--- config.mk ---
export PLATFORM = sky130hd
export DESIGN_NAME = slink_axi_tgt_sched
export DESIGN_NICKNAME = d
export VERILOG_FILES = /design/src/rtl/slink_axi_tgt_sched.sv
export SDC_FILE = /design/constraint.sdc
export NUM_CORES = 1
export LEC_CHECK = 0
export ABC_CLOCK_PERIOD_IN_PS = 3700
export CAP_MARGIN = 5
export CORE_MARGIN = 2
export CORE_UTILIZATION = 50
export CTS_BUF_LIST = sky130_fd_sc_hd__clkbuf_8
export CTS_CLUSTER_DIAMETER = 200
export DETAILED_ROUTE_END_ITERATION = 10
export HOLD_SLACK_MARGIN = 0.1
export PLACE_DENSITY = 0.84
export SYNTH_ARGS = -nofsm -noshare
export SYNTH_HDL_FRONTEND = slang
export SYNTH_SLANG_ARGS = --single-unit
--- constraint.sdc ---
create_clock -name axi_clk -period 3.7 [get_ports axi_clk]
set_input_delay 0.74 -clock axi_clk [delete_from_list [all_inputs] [get_ports axi_clk]]
set_output_delay 0.74 -clock axi_clk [all_outputs]
set_load 0.02 [all_outputs]
--- src/rtl/slink_axi_tgt_sched.sv ---
// Round-robin scheduler of AXI AW/W/AR requests onto the shared application-to-link path.
// Keeps W bursts atomic and tracks outstanding writes/reads until their completions return.
module slink_axi_tgt_sched #(
    parameter int unsigned WR_MAX_OT = 8,
    parameter int unsigned RD_MAX_OT = 8,
    parameter int unsigned CNT_W     = 8
) (
    input  logic             axi_clk,
    input  logic             axi_reset_n,
    input  logic             enable,
    input  logic             aw_valid,
    output logic             aw_ready,
    input  logic             w_valid,
    input  logic             w_last,
    output logic             w_ready,
    input  logic             ar_valid,
    output logic             ar_ready,
    input  logic             a2l_ready,
    output logic [1:0]       a2l_sel,
    input  logic             b_done,
    input  logic             r_last_done,
    output logic [CNT_W-1:0] wr_ot,
    output logic [CNT_W-1:0] rd_ot,
    output logic [CNT_W-1:0] w_pend,
    output logic             busy,
    output logic             err
);

    typedef enum logic [1:0] {
        SelNone = 2'd0,
        SelAw   = 2'd1,
        SelW    = 2'd2,
        SelAr   = 2'd3
    } sel_e;

    typedef enum logic {
        StIdle,
        StWBurst
    } state_e;

    localparam logic [CNT_W-1:0] WrMax = CNT_W'(WR_MAX_OT);
    localparam logic [CNT_W-1:0] RdMax = CNT_W'(RD_MAX_OT);

    state_e            state_q;
    sel_e              last_grant_q;
    sel_e              grant;
    logic [CNT_W-1:0]  wr_ot_q, rd_ot_q, w_pend_q;
    logic              err_q;
    logic              aw_el, w_el, ar_el;
    logic              aw_acc, w_acc, ar_acc;

    assign aw_el = enable && aw_valid && (wr_ot_q < WrMax) && (w_pend_q < WrMax);
    assign w_el  = enable && w_valid && (w_pend_q != '0);
    assign ar_el = enable && ar_valid && (rd_ot_q < RdMax);

    // Search starts at the source following the last accepted one: AW -> W -> AR -> AW.
    always_comb begin
        grant = SelNone;
        if (state_q == StWBurst) begin
            if (w_valid) grant = SelW;
        end else begin
            case (last_grant_q)
                SelAw: begin
                    if (w_el)       grant = SelW;
                    else if (ar_el) grant = SelAr;
                    else if (aw_el) grant = SelAw;
                end
                SelW: begin
                    if (ar_el)      grant = SelAr;
                    else if (aw_el) grant = SelAw;
                    else if (w_el)  grant = SelW;
                end
                default: begin
                    if (aw_el)      grant = SelAw;
                    else if (w_el)  grant = SelW;
                    else if (ar_el) grant = SelAr;
                end
            endcase
        end
    end

    assign aw_ready = a2l_ready && (grant == SelAw);
    assign w_ready  = a2l_ready && (grant == SelW);
    assign ar_ready = a2l_ready && (grant == SelAr);
    assign a2l_sel  = grant;

    assign aw_acc = aw_valid && aw_ready;
    assign w_acc  = w_valid && w_ready;
    assign ar_acc = ar_valid && ar_ready;

    function automatic logic [CNT_W-1:0] cnt_upd(input logic [CNT_W-1:0] v,
                                                 input logic inc, input logic dec);
        logic [CNT_W-1:0] r;
        r = v;
        if (inc && !dec && v != '1) r = v + 1'b1;
        if (dec && !inc && v != '0) r = v - 1'b1;
        return r;
    endfunction

    always_ff @(posedge axi_clk or negedge axi_reset_n) begin
        if (!axi_reset_n) begin
            state_q      <= StIdle;
            last_grant_q <= SelAr;
            wr_ot_q      <= '0;
            rd_ot_q      <= '0;
            w_pend_q     <= '0;
            err_q        <= 1'b0;
        end else begin
            if (aw_acc)      last_grant_q <= SelAw;
            else if (w_acc)  last_grant_q <= SelW;
            else if (ar_acc) last_grant_q <= SelAr;

            case (state_q)
                StIdle:   if (w_acc && !w_last) state_q <= StWBurst;
                StWBurst: if (w_acc && w_last)  state_q <= StIdle;
                default:                        state_q <= StIdle;
            endcase

            wr_ot_q  <= cnt_upd(wr_ot_q, aw_acc, b_done);
            rd_ot_q  <= cnt_upd(rd_ot_q, ar_acc, r_last_done);
            w_pend_q <= cnt_upd(w_pend_q, aw_acc, w_acc && w_last);

            if ((b_done && wr_ot_q == '0) || (r_last_done && rd_ot_q == '0)) err_q <= 1'b1;
        end
    end

    assign wr_ot  = wr_ot_q;
    assign rd_ot  = rd_ot_q;
    assign w_pend = w_pend_q;
    assign err    = err_q;
    assign busy   = (state_q == StWBurst) || (wr_ot_q != '0) || (rd_ot_q != '0)
                    || (w_pend_q != '0);

endmodule

== Word-level counts from Yosys, hierarchy flattened ==
Index checks and enable logic that the tools add are counted.
Storage, ports and cells
  register bits: 28
  logic and storage cells: 96
Operators by class
  add/sub/neg operators: 6
  order comparisons: 3
  eq/ne operators: 8
  mux-type cells: 24
  bitwise operators: 1
  reductions and logical operators: 48
Operators by type and width (number)
  2-to-1 mux 8 bit: 6
  logical AND 1 bit: 29
  2-to-1 mux 2 bit: 13
  adder 8 x 1 -> 8 bit (second input constant): 3
  < comparator 8 x 4 -> 1 bit (second input constant): 3
  != test 8 bit (second input constant): 3
  nonzero test 8 bit: 3
  subtractor 8 x 1 -> 8 bit (second input constant): 3
  logical NOT 8 bit: 2
  equality test 2 bit (second input constant): 3
  logical NOT 1 bit: 6
  nonzero test 2 bit: 3
  equality test 2 x 1 -> 1 bit (second input constant): 2
  logical OR 1 bit: 4
  one-hot mux 2 bit (2 select lines): 1
  2-to-1 mux 1 bit: 3
  nonzero test 3 bit: 1
  one-hot mux 1 bit (2 select lines): 1
  NOT 1 bit: 1

== Depth between registers and ports, before layout ==
  word-level depth: 17
  mapped depth: 17

== Worst setup path after synthesis ==
Ideal clock, no wire load.
  path type: register to register
  from: register last_grant_q[0]
  to: register rd_ot_q[7] (netlist: rd_ot[7])
  setup time: 0.135 ns
  arrival time: 3.787 ns
  data required time: 3.565 ns
  setup slack: -0.221 ns
  cell stages (with the launch flop): 18
  path buffers: 1
  period minus slack after synthesis: 3.921 ns
  cells stage by stage: dfstp_2 -> inv_1 -> ha_1 -> nor3_1 -> or2_2 -> a311oi_2 -> o2111a_1 -> or3b_1 -> buf_6 -> inv_1 -> ha_1 -> a211oi_1 -> nor2_1 -> o31a_1 -> o21ai_0 -> or2b_2 -> mux2i_4 -> xor2_1
On the way
  cells in the longest elaborated chain, start to end: 10
  elaborated cells on any way between the ends: 14
  classes of those cells: 3 x eq/ne; 3 x mux; 8 x reduce/logical
RTL lines
  start: declaration: RTL line 45  | sel_e last_grant_q;
  start signal: assignment: RTL line 103  | last_grant_q <= SelAr;
  start signal: assignment: RTL line 109  | if (aw_acc) last_grant_q <= SelAw;
  start signal: assignment: RTL line 110  | else if (w_acc) last_grant_q <= SelW;
  equality test 2 bit / equality test 2 x 1 -> 1 bit (equally long branches): RTL line 62  | case (last_grant_q)
  one-hot mux 2 bit (2 select lines) *: RTL line 62
  2-to-1 mux 2 bit *: RTL line 59  | if (state_q == StWBurst) begin
  equality test 2 bit *: RTL line 84  | assign ar_ready = a2l_ready && (grant == SelAr);
  logical AND 1 bit *: RTL line 84
  logical AND 1 bit *: RTL line 89  | assign ar_acc = ar_valid && ar_ready;
  logical NOT 1 bit: RTL line 96  | if (dec && !inc && v != '0) r = v - 1'b1;
  logical AND 1 bit (2 in series): RTL line 96
  2-to-1 mux 8 bit / nonzero test 2 bit (equally long branches)
  end signal: assignment: RTL line 120  | rd_ot_q <= cnt_upd(rd_ot_q, ar_acc, r_last_done);
  end: declaration: RTL line 47  | logic [CNT_W-1:0] wr_ot_q, rd_ot_q, w_pend_q;
Mark *: on every way between the ends. The rest lies on a longest branch, timed or not.
A chain may end at the register's enable or synchronous reset.

== Worst setup path after layout ==
  from: input port aw_valid
  to: register rd_ot_q[7] (netlist: rd_ot[7])
On the way
  cells in the longest elaborated chain, start to end: 15
  elaborated cells on any way between the ends: 21
  classes of those cells: 1 x eq/ne; 9 x mux; 11 x reduce/logical
RTL lines
  start: declaration: RTL line 11  | input logic aw_valid,
  logical AND 1 bit * (3 in series): RTL line 52  | assign aw_el = enable && aw_valid && (wr_ot_q < WrMax) && (w_pend_q < WrMax);
  2-to-1 mux 1 bit: RTL line 66  | else if (aw_el) grant = SelAw;
  2-to-1 mux 2 bit: RTL line 65  | else if (ar_el) grant = SelAr;
  2-to-1 mux 2 bit: RTL line 64  | if (w_el) grant = SelW;
  one-hot mux 2 bit (2 select lines) *: RTL line 62
  2-to-1 mux 2 bit *: RTL line 59
  equality test 2 bit *: RTL line 84
  logical AND 1 bit *: RTL line 84
  logical AND 1 bit *: RTL line 89
  logical NOT 1 bit: RTL line 96
  logical AND 1 bit (2 in series): RTL line 96
  2-to-1 mux 8 bit / nonzero test 2 bit (equally long branches)
Marked as above.

==> report_table.html <==
<table>
<tr><th>Metric</th><th>Value</th></tr>
<tr><th colspan="2">Run status</th></tr>
<tr><td>Run status</td><td>finished clean</td></tr>
<tr><th colspan="2">Clock tree</th></tr>
<tr><td>H-Tree Level Count</td><td>1</td></tr>
<tr><td>Clock tree root buffer cell</td><td>sky130_fd_sc_hd__clkbuf_8</td></tr>
<tr><td>Clock tree buffer depth</td><td>2</td></tr>
<tr><td>Clock latency on the worst-skew pair</td><td>0.28 ns</td></tr>
<tr><td>CTS hold repair buffers</td><td>0</td></tr>
<tr><td>TritonCTS clock tree</td><td>done</td></tr>
<tr><td>Total CTS buffers</td><td>3</td></tr>
<tr><td>TritonCTS Sinks</td><td>28</td></tr>
<tr><td>Clock input transition at the sequential cells of the worst setup and hold paths</td><td>0.10 ns</td></tr>
<tr><th colspan="2">Synth</th></tr>
<tr><td>Combinational family with the most area after synthesis</td><td>simple AND/OR/NAND/NOR gates</td></tr>
<tr><td>Proportion of register bits with asynchronous set or reset after synthesis</td><td>100%</td></tr>
<tr><td>Number of synthesized register bits</td><td>28</td></tr>
<tr><td>Sequential cell area fraction in the yosys report</td><td>28.8%</td></tr>
<tr><td>Synthesized cell area</td><td>2440 um^2</td></tr>
<tr><td>Synth top area cells</td><td>sky130_fd_sc_hd__dfrtp_1 (27%), sky130_fd_sc_hd__ha_1 (10%), sky130_fd_sc_hd__mux2_4 (6.8%)</td></tr>
<tr><td>Multiplexer fraction of the synthesized cell area</td><td>10.7%</td></tr>
<tr><td>Compound-cell area share of the yosys netlist</td><td>14.9%</td></tr>
<tr><td>Number of flops mapped to enable cells by yosys</td><td>0</td></tr>
<tr><td>Post-Synth Adder-Cell Area</td><td>12.7%</td></tr>
<tr><td>Number of distinct library cells after synthesis</td><td>60</td></tr>
<tr><td>Share of the synthesized netlist area taken by xor and xnor gates</td><td>5.38%</td></tr>
<tr><td>Total nets after synthesis</td><td>278</td></tr>
<tr><td>Area share of and/or/nand/nor cells after synthesis</td><td>24.0%</td></tr>
<tr><td>Number of synthesis warnings</td><td>0</td></tr>
<tr><td>Count of mapped cells out of synthesis</td><td>245</td></tr>
<tr><td>Library cell with the largest summed area after synthesis</td><td>sky130_fd_sc_hd__dfrtp_1</td></tr>
<tr><td>Post-Syn Area per Cell</td><td>9.96 um^2</td></tr>
<tr><td>Most common flop cell mapped by yosys</td><td>sky130_fd_sc_hd__dfrtp_1</td></tr>
<tr><td>Proportion of netlist area held by the largest area contributor</td><td>26.7%</td></tr>
<tr><th colspan="2">Cells and area</th></tr>
<tr><td>Ant. Diodes</td><td>0</td></tr>
<tr><td>Area growth syn-to-layout</td><td>40.0%</td></tr>
<tr><td>Number of nets at the end of the flow</td><td>368</td></tr>
<tr><td>Storage element area</td><td>703 um^2</td></tr>
<tr><td>Number of fillers in the final layout</td><td>334</td></tr>
<tr><td>Area occupied by multi-input gates</td><td>1760 um^2</td></tr>
<tr><td>Ratio of cells with drive above 1 in the final layout</td><td>32.9%</td></tr>
<tr><td>Post-route cell area</td><td>3420 um^2</td></tr>
<tr><td>Util after Layout</td><td>72.3%</td></tr>
<tr><th colspan="2">Placed design</th></tr>
<tr><td>Count of input and output buffers</td><td>40</td></tr>
<tr><td>GP Congestion</td><td>0.816</td></tr>
<tr><td>Placed cell areas</td><td>3270 um^2</td></tr>
<tr><td>Detailed Place HPWL</td><td>4740 um</td></tr>
<tr><th colspan="2">Setup path</th></tr>
<tr><td>Cell count of the worst reg-to-reg path</td><td>16</td></tr>
<tr><td>Worst Path Arrival</td><td>3.75 ns</td></tr>
<tr><td>Worst setup path class</td><td>input port to register</td></tr>
<tr><td>Startpoint type of the worst setup path</td><td>input port</td></tr>
<tr><td>Required arrival time at the worst endpoint</td><td>3.87 ns</td></tr>
<tr><td>Endpoint class of the critical path</td><td>register</td></tr>
<tr><td>Peak fanout along the critical path</td><td>5</td></tr>
<tr><th colspan="2">Global route</th></tr>
<tr><td>Pin count of the biggest net entering global routing</td><td>29</td></tr>
<tr><td>Overall fraction of global-route tracks in use</td><td>23.4%</td></tr>
<tr><td>Vias in the first global route</td><td>2302</td></tr>
<tr><td>Initial antenna violation count</td><td>0</td></tr>
<tr><td>Global route total overflow</td><td>0</td></tr>
<tr><td>Wire length of the first global-routing pass</td><td>9940 um</td></tr>
<tr><th colspan="2">Floorplan</th></tr>
<tr><td>Die Height</td><td>73.9 um</td></tr>
<tr><td>Count of boundary I/O pins</td><td>41</td></tr>
<tr><td>Placeable core region</td><td>4720 um^2</td></tr>
<tr><td>Die extent in x</td><td>73.9 um</td></tr>
<tr><td>Starting density of the core</td><td>51.7%</td></tr>
<tr><td>Total die area</td><td>5460 um^2</td></tr>
<tr><td>Number of cell rows</td><td>25</td></tr>
<tr><th colspan="2">STA</th></tr>
<tr><td>Final hold viol count</td><td>0</td></tr>
<tr><td>Worst max-slew margin expressed relative to the limit</td><td>67.0%</td></tr>
<tr><td>RSZ-0062 raised after global routing</td><td>true</td></tr>
<tr><td>Fmax</td><td>279 MHz</td></tr>
<tr><td>Max-slew violation count</td><td>0</td></tr>
<tr><td>Count of final setup violators</td><td>0</td></tr>
<tr><td>Crit path time final</td><td>3.58 ns</td></tr>
<tr><td>Worst Hold Slack</td><td>0.516 ns</td></tr>
<tr><td>Slew of the pin with the lowest slew margin</td><td>0.491 ns</td></tr>
<tr><td>Layout Skew</td><td>0.00562 ns</td></tr>
<tr><td>Part of the cycle the worst path needs</td><td>96.8%</td></tr>
<tr><th colspan="2">Routing</th></tr>
<tr><td>Number of DRC violations after detailed routing</td><td>0</td></tr>
<tr><td>Iteration-0 DRC count of the detailed router</td><td>126</td></tr>
<tr><td>DR WL met3</td><td>145 um</td></tr>
<tr><td>Count of vias placed by the detailed router</td><td>2241</td></tr>
<tr><td>DR vias/cell</td><td>5.59</td></tr>
<tr><td>Detail Route met2 WL</td><td>3390 um</td></tr>
<tr><td>M1 wire length</td><td>2570 um</td></tr>
<tr><td>Final wirelength</td><td>6260 um</td></tr>
<tr><td>Number of nets still failing antenna checks after routing</td><td>0</td></tr>
<tr><td>1st-pass router iterations</td><td>4</td></tr>
<tr><td>Highest routed metal layer</td><td>met4</td></tr>
<tr><td>Per-cell routed wire length</td><td>15.6 um</td></tr>
<tr><th colspan="2">Power</th></tr>
<tr><td>Leak Pwr</td><td>1.54 nW</td></tr>
<tr><td>Maximum vdd ir drop</td><td>0.444 mV</td></tr>
<tr><td>Total power density per cell area</td><td>781 nW/um^2</td></tr>
<tr><th colspan="2">Min path</th></tr>
<tr><td>Classification of the worst-slack hold path</td><td>register to register</td></tr>
<tr><td>Number of cells on the worst hold path</td><td>1</td></tr>
<tr><th colspan="2">Job</th></tr>
<tr><td># Max-Cap Violations</td><td>0</td></tr>
</table>
-- critical path: stages --
cell	delay, ns
sky130_fd_sc_hd__dlygate4sd2_1	0.21
sky130_fd_sc_hd__and4bb_2	0.26
sky130_fd_sc_hd__and4b_1	0.24
sky130_fd_sc_hd__nor3_1	0.05
sky130_fd_sc_hd__o2111a_1	0.26
sky130_fd_sc_hd__or3b_4	0.42
sky130_fd_sc_hd__inv_4	0.09
sky130_fd_sc_hd__ha_2	0.28
sky130_fd_sc_hd__o21ai_1	0.12
sky130_fd_sc_hd__nor2_1	0.08
sky130_fd_sc_hd__o31a_1	0.25
sky130_fd_sc_hd__o21ai_1	0.12
sky130_fd_sc_hd__or2b_4	0.29
sky130_fd_sc_hd__mux2i_4	0.18
sky130_fd_sc_hd__xor2_1	0.14
-- final timing paths --
check / start / to / slack [ns]
min in group asynchronous: axi_reset_n / w_pend[1] / 0.83
min reg2reg: err / err / 0.52
min: err / err / 0.52
max reg2reg: last_grant_q[1] / rd_ot[7] / 0.12
max: aw_valid / rd_ot[7] / 0.12
max in group asynchronous: axi_reset_n / last_grant_q[1] / 2.55
-- cells by family (layout without fill, tap and decap cells) --
kind of cell | after synthesis | in the layout
muxes | 19 | 19
xor gates and xnor gates | 15 | 15
DFF | 28 | 28
buffers and inverters | 20 | 109
adders and majority gates | 23 | 23
and+or+nand+nor | 90 | 90
AOI/OAI and AO/OA | 50 | 50
-- what timing repair did --
action,CTS,global route
gates cloned,0,0
pin swaps,10,11
hold endpoints to repair,0,0
buffers inserted,2,2
setup endpoints to repair,10,7
resized for setup,17,20
-- routing by layer --
metal / track usage, % / up-vias
met5: 0 / -
met4: 8.89 / 0
met3: 2.19 / 15
met2: 44.1 / 47
met1: 26.9 / 1108
li1: - / 1071
-- sequential cells by signal (all words and copies together), names as in the netlist, named ones only --
register / count
err: 1
w_pend: 8
rd_ot: 8
wr_ot: 8
last_grant_q: 2
-- per-stage QoR --
| stage | instances | power, W | setup WS [ns] | TNS (ns) |
|---|---|---|---|---|
| after floorplan | 245 | 0.00175 | 0.0260 | 0 |
| after global routing | 401 | 0.00286 | -0.0953 | -0.197 |
| after global placement | 393 | 0.00237 | -0.434 | -2.86 |
| after CTS | 399 | 0.00264 | 0.00123 | 0 |
| after detailed placement | 393 | 0.00245 | -0.529 | -3.98 |
| final | 401 | 0.00267 | 0.120 | 0 |
-- report_power, final --
group | switching, W | internal, W | total [W] | leakage [nW]
Sequential | 0.000260 | 0.000451 | 0.000711 | 0.328
Clock | 0.0000963 | 0.0000746 | 0.000171 | 0.0269
Combinational | 0.000802 | 0.000984 | 0.00179 | 1.18
-- layout by cell type (no fill, tap or decap), types with 5 or more instances in the layout --
master                            synthesis  layout
sky130_fd_sc_hd__a21oi_1                 10       7
sky130_fd_sc_hd__buf_4                    0      48
sky130_fd_sc_hd__clkdlybuf4s50_1          0      33
sky130_fd_sc_hd__dfrtp_1                 26      26
sky130_fd_sc_hd__dlygate4sd2_1            0       6
sky130_fd_sc_hd__ha_1                    20      16
sky130_fd_sc_hd__inv_1                   17      15
sky130_fd_sc_hd__mux2_4                  11      11
sky130_fd_sc_hd__nand2_1                 10      10
sky130_fd_sc_hd__nand4_1                  5       5
sky130_fd_sc_hd__nor2_1                  27      27
sky130_fd_sc_hd__nor2b_1                  6       5
sky130_fd_sc_hd__nor3_1                   8       7
sky130_fd_sc_hd__o21a_1                   5       5
sky130_fd_sc_hd__o21ai_0                 10       5
sky130_fd_sc_hd__xnor2_1                 12      12
-- synthesized netlist by cell type (2+ instances only) --
| master | count |
|---|---|
| sky130_fd_sc_hd__nor2_1 | 27 |
| sky130_fd_sc_hd__dfrtp_1 | 26 |
| sky130_fd_sc_hd__ha_1 | 20 |
| sky130_fd_sc_hd__inv_1 | 17 |
| sky130_fd_sc_hd__xnor2_1 | 12 |
| sky130_fd_sc_hd__mux2_4 | 11 |
| sky130_fd_sc_hd__a21oi_1 | 10 |
| sky130_fd_sc_hd__nand2_1 | 10 |
| sky130_fd_sc_hd__o21ai_0 | 10 |
| sky130_fd_sc_hd__nor3_1 | 8 |
| sky130_fd_sc_hd__nor2b_1 | 6 |
| sky130_fd_sc_hd__nand4_1 | 5 |
| sky130_fd_sc_hd__o21a_1 | 5 |
| sky130_fd_sc_hd__a21boi_0 | 4 |
| sky130_fd_sc_hd__and3_1 | 4 |
| sky130_fd_sc_hd__mux2i_1 | 4 |
| sky130_fd_sc_hd__nand3_1 | 4 |
| sky130_fd_sc_hd__nor4_4 | 4 |
| sky130_fd_sc_hd__a21o_1 | 3 |
| sky130_fd_sc_hd__fa_1 | 3 |
| sky130_fd_sc_hd__mux2_2 | 3 |
| sky130_fd_sc_hd__nor4_1 | 3 |
| sky130_fd_sc_hd__xor2_1 | 3 |
| sky130_fd_sc_hd__a211oi_1 | 2 |
| sky130_fd_sc_hd__dfstp_2 | 2 |
| sky130_fd_sc_hd__nand2b_1 | 2 |
| sky130_fd_sc_hd__nor3b_1 | 2 |
| sky130_fd_sc_hd__o211ai_1 | 2 |
| sky130_fd_sc_hd__o22ai_1 | 2 |
-- area by class of cell --
class,instances,share of cell area (%)
well taps,67,2.45
repair buffers,88,22.1
clock inverters,1,0.110
inverters,17,1.94
multi-input cells,197,51.6
clock buffers,3,1.21
flip-flops and latches,28,20.6
Note: power is estimated with default switching activity, not from simulation.
